[src/rtl/cpu.sv]
// cpu: single-cycle accumulator/register processor running a fixed ROM program.
// Ports: clk, rst (sync, active-high) in; result (=R0), zero, carry flags out.
module cpu #(
    parameter int WIDTH = 4
) (
    input  logic             clk,
    input  logic             rst,
    output logic [WIDTH-1:0] result,
    output logic             zero,
    output logic             carry
);

    localparam logic [3:0] OP_LDI  = 4'h1;
    localparam logic [3:0] OP_MOV  = 4'h2;
    localparam logic [3:0] OP_ADD  = 4'h3;
    localparam logic [3:0] OP_SUB  = 4'h4;
    localparam logic [3:0] OP_AND  = 4'h5;
    localparam logic [3:0] OP_OR   = 4'h6;
    localparam logic [3:0] OP_XOR  = 4'h7;
    localparam logic [3:0] OP_ADDI = 4'h8;
    localparam logic [3:0] OP_HALT = 4'hF;

    logic [3:0]       pc;
    logic [WIDTH-1:0] regs [4];
    logic             halted;

    logic [11:0]      ins;
    logic [3:0]       op;
    logic [1:0]       rd;
    logic [1:0]       rs;
    logic [WIDTH-1:0] imm;
    logic [WIDTH-1:0] a;
    logic [WIDTH-1:0] b;
    logic [WIDTH:0]   sum;
    logic [WIDTH:0]   sumi;
    logic [WIDTH:0]   diff;

    logic             wen;
    logic             fen;
    logic             hlt;
    logic             cout;
    logic [WIDTH-1:0] wdata;

    // Program ROM; unused slots are HALT so the PC never wraps.
    always_comb begin
        ins = 12'hF00;
        case (pc)
            4'd0:    ins = 12'h145;
            4'd1:    ins = 12'h187;
            4'd2:    ins = 12'h360;
            4'd3:    ins = 12'h849;
            4'd4:    ins = 12'h1C2;
            4'd5:    ins = 12'h470;
            4'd6:    ins = 12'h210;
            default: ins = 12'hF00;
        endcase
    end

    assign op  = ins[11:8];
    assign rd  = ins[7:6];
    assign rs  = ins[5:4];
    assign imm = WIDTH'(ins[3:0]);
    assign a   = regs[rd];
    assign b   = regs[rs];

    // Widened by one bit so the MSB is the carry-out / borrow.
    assign sum  = {1'b0, a} + {1'b0, b};
    assign sumi = {1'b0, a} + {1'b0, imm};
    assign diff = {1'b0, a} - {1'b0, b};

    always_comb begin
        wen   = 1'b0;
        fen   = 1'b0;
        hlt   = 1'b0;
        cout  = 1'b0;
        wdata = '0;
        case (op)
            OP_LDI: begin
                wen   = 1'b1;
                wdata = imm;
            end
            OP_MOV: begin
                wen   = 1'b1;
                wdata = b;
            end
            OP_ADD: begin
                wen   = 1'b1;
                fen   = 1'b1;
                wdata = sum[WIDTH-1:0];
                cout  = sum[WIDTH];
            end
            OP_SUB: begin
                wen   = 1'b1;
                fen   = 1'b1;
                wdata = diff[WIDTH-1:0];
                cout  = diff[WIDTH];
            end
            OP_AND: begin
                wen   = 1'b1;
                fen   = 1'b1;
                wdata = a & b;
            end
            OP_OR: begin
                wen   = 1'b1;
                fen   = 1'b1;
                wdata = a | b;
            end
            OP_XOR: begin
                wen   = 1'b1;
                fen   = 1'b1;
                wdata = a ^ b;
            end
            OP_ADDI: begin
                wen   = 1'b1;
                fen   = 1'b1;
                wdata = sumi[WIDTH-1:0];
                cout  = sumi[WIDTH];
            end
            OP_HALT: hlt = 1'b1;
            default: ;
        endcase
    end

    always_ff @(posedge clk) begin
        if (rst) begin
            pc     <= '0;
            regs   <= '{default: '0};
            zero   <= 1'b0;
            carry  <= 1'b0;
            halted <= 1'b0;
        end else if (!halted) begin
            // HALT freezes the PC on itself.
            if (hlt) begin
                halted <= 1'b1;
            end else begin
                pc <= pc + 4'd1;
            end
            if (wen) begin
                regs[rd] <= wdata;
            end
            if (fen) begin
                zero  <= ~|wdata;
                carry <= cout;
            end
        end
    end

    assign result = regs[0];

endmodule

[config.mk]
export PLATFORM = sky130hd
export DESIGN_NAME = cpu
export DESIGN_NICKNAME = d
export VERILOG_FILES = /design/src/rtl/cpu.sv
export SDC_FILE = /design/constraint.sdc
export NUM_CORES = 1
export LEC_CHECK = 0
export CORE_MARGIN = 2
export CORE_UTILIZATION = 55
export DETAILED_ROUTE_END_ITERATION = 10
export DONT_BUFFER_PORTS = 1
export PLACE_DENSITY = 0.73
export SKIP_CTS_REPAIR_TIMING = 1
export SLEW_MARGIN = 20
export SYNTH_ARGS = -nofsm -noshare
export SYNTH_HDL_FRONTEND = slang
export SYNTH_SLANG_ARGS = --single-unit
[constraint.sdc]
create_clock -name clk -period 3.4 [get_ports clk]
set_input_delay 0.51 -clock clk [delete_from_list [all_inputs] [get_ports clk]]
set_output_delay 0.51 -clock clk [all_outputs]
set_load 0.01 [all_outputs]
==> metrics.txt, run 1 <==
final weighted congestion in routability-driven placement=0.8414; clock transition at the registers of the reported paths=0.08 ns; GRT Overall Usage=0.2482; crit path kind=flip-flop to flip-flop; # setup viols final=6; post-DP HPWL=3934 um; final worst hold slack=0.3025 ns; leading cell types in the layout, fill and taps excluded=nor2_1, buf_4, inv_1, a21oi_1, dfxtp_1; Die H=66.97 um; final-report max-slew violation count=0; H-tree depth=1; Mapped Avg Cell Area=8.324 um^2; share of the core filled with cells in the final layout=0.6494; most used flip-flop cell after synthesis=dfxtp_1; FF+latch count, synth=23; Arrival @ worst endpoint=3.70 ns; XOR/XNOR Fraction of Synth Area=0.02811; number of library cell types mapped by synthesis=50; achievable clock frequency=286.5 MHz; Design Power=2.586 mW; violated checks=setup timing; simple logic cell fraction of the synthesized area=0.2106; share of layout cells above drive strength 1=0.2463; flop2flop setup slack=-0.09 ns; Final Net Count=298; count of input and output buffers=0; class of the tightest hold or removal check=input pin to flip-flop; number of stages on the worst hold path=1; Max Cap Violations=0; worst-skew pair later-pin latency=0.26 ns; number of hold violations in the final report=0; CTS sink count=23; Max FO, Critical Path=4; share of cell area taken by muxes after synthesis=0.1021; number of placement rows=22; number of placed I/O pins=8; Lkg Pwr=0.9818 nW; number of fill cells=325; adder-cell share of the synthesized area=0.1423; drt pass-1 iters=4; commonest non-fill, non-tap cell in the layout=nor2_1; antenna violations before repair=0; area enclosed by the die boundary=4485 um^2; unrepaired setup endpoints after global routing=yes; antenna fix cells=0; GRT Residual Overflow=0; worst clock skew on the final layout=0.002952 ns; antenna viol nets, final=0; placed inst area=2317 um^2; Mapped Area=2181 um^2; count of mapped cells out of synthesis=262; compound-gate portion of the synthesized area=0.2088; number of global-route vias before repair=1,773; first-pass GRT wire length=8438 um; Worst Setup Start Kind=flip-flop; DR vias/cell=5.859; worst slew margin relative to its limit=0.6237; run status=finished with violations; width of the die=66.97 um; count of vias placed by the detailed router=1,875; maximum clock path buffer count=2; portion of the post-synthesis area used by sequential elements=0.2111; min Tclk post-route=3.490 ns; R2R Path End=zero$_SDFFE_PP0P_; synth top area cells=dfxtp_1, ha_1, nor2_1; TritonCTS clock tree=built; synthesis-to-layout area growth=11.47%; FFs w/ async S/R, synth=0; final setup slack of the worst path=-0.08986 ns; largest family of logic cells by synthesized area=simple AND/OR/NAND/NOR gates; depth of the worst register-to-register path=12; FF-to-FF Start=pc[0]$_SDFFE_PP0P_; total wire length after detailed routing=5133 um; violation count after the first detailed-route iteration=72; Synthesized Nets=287; top-area cell type share of the netlist area=0.2111; CP Capture Type=flip-flop; hold path endpoint=pc[1]$_SDFFE_PP0P_; DRC viols=0; placeable core region=3744 um^2; startpoint of the most critical hold path=rst; Wirelength per Cell=16.04 um; Least-Margin Pin Slew=0.5601 ns; YS warnings=0; largest vdd supply drop=0.0007270 V; Cell Pwr Density=1064 nW/um^2; root cell of the clock tree=clkbuf_8; total clock buffers created by CTS=3; largest net degree at the start of global routing=26; biggest area consumer among synthesized cells=dfxtp_1; ratio of final minimum period to clock period=1.026; required time of the worst setup path=3.61 ns; Initial Util=0.5826; number of enable flip-flop cells after synthesis=0; Finished Cell Area=2431 um^2
==> registers in the layout, summed over array words and instances (netlist names) <==
name	count
carry	1
halted	1
pc	4
regs	12
result	4
zero	1
==> logic make-up after synthesis <==
logic type,after synthesis
compound gates,65
simple gates,86
fa+ha+maj,23
buf+inv,42
flops,23
xor+xnor,7
mux,16
==> Yosys cell counts, types with 5 or more instances <==
| library cell | n |
|---|---|
| a21o_1 | 5 |
| inv_1 | 24 |
| ha_1 | 20 |
| nor2_1 | 32 |
| o21ai_0 | 6 |
| nor3_1 | 8 |
| mux4_2 | 5 |
| o22ai_1 | 5 |
| nand2b_1 | 8 |
| buf_4 | 7 |
| dfxtp_1 | 23 |
| a21oi_1 | 23 |
| nand2_1 | 12 |
| mux2i_1 | 11 |
==> worst max-delay path by stage <==
stage	from	slack (ns)	end
floorplan	pc[0]$_SDFFE_PP0P_	-0.05	zero$_SDFFE_PP0P_
detailed placement	pc[0]$_SDFFE_PP0P_	-0.1	zero$_SDFFE_PP0P_
global route	pc[0]$_SDFFE_PP0P_	-0.21	zero$_SDFFE_PP0P_
finish	pc[0]$_SDFFE_PP0P_	-0.09	zero$_SDFFE_PP0P_
global placement	pc[0]$_SDFFE_PP0P_	-0.06	zero$_SDFFE_PP0P_
CTS	pc[0]$_SDFFE_PP0P_	-0.13	zero$_SDFFE_PP0P_
==> layout make-up <==
cell class | instances | area (um^2) | share of cell area
clock inverters | 1 | 5.005 | 0.002059
multi-input cells | 197 | 1589 | 0.6536
repair buffers | 24 | 180.2 | 0.07411
flip-flops and latches | 23 | 465.4 | 0.1915
inverters | 24 | 90.09 | 0.03706
well taps | 48 | 60.06 | 0.02470
clock buffers | 3 | 41.29 | 0.01698
==> critical path, cell delays in order (launching register included) <==
cell	delay, ns
dfxtp_4	0.36
ha_2	0.19
or3_4	0.38
a21oi_4	0.18
nor2_4	0.07
mux4_2	0.50
ha_2	0.23
fa_2	0.35
xor2_1	0.17
a221o_1	0.34
a211o_1	0.31
nor4_2	0.23
a21o_1	0.14
==> metal layers <==
metal  track usage  wire (um)  vias to the layer above
met3       0.02872        180                        4
li1              -          -                      933
met1        0.3229       2318                      895
met4       0.06378         48                        0
met5             0          0                        -
met2        0.4338       2584                       43
==> stage by stage <==
step	setup WS, ns	setup TNS (ns)	cells
after CTS	-0.1268	-0.3389	318
final	-0.08986	-0.1353	320
after global routing	-0.2150	-1.305	320
after detailed placement	-0.09966	-0.2586	314
after floorplan	-0.05127	-0.05127	262
after global placement	-0.06287	-0.07020	314
==> power breakdown <==
part           internal [mW]  switching, mW  total, mW  leakage (nW)
clock                 0.0817         0.0811      0.163        0.0255
combinational          0.854           1.10       1.96         0.768
sequential             0.361          0.106      0.467         0.188
total                   1.30           1.29       2.59         0.982
Note: power is estimated with default switching activity, not from simulation.
==> run 2: changes to the inputs <==
Settings changed: ABC_CLOCK_PERIOD_IN_PS set to 3400.
==> results of run 2 <==
Final layout, timing and power as in run 1 (identical DEF).
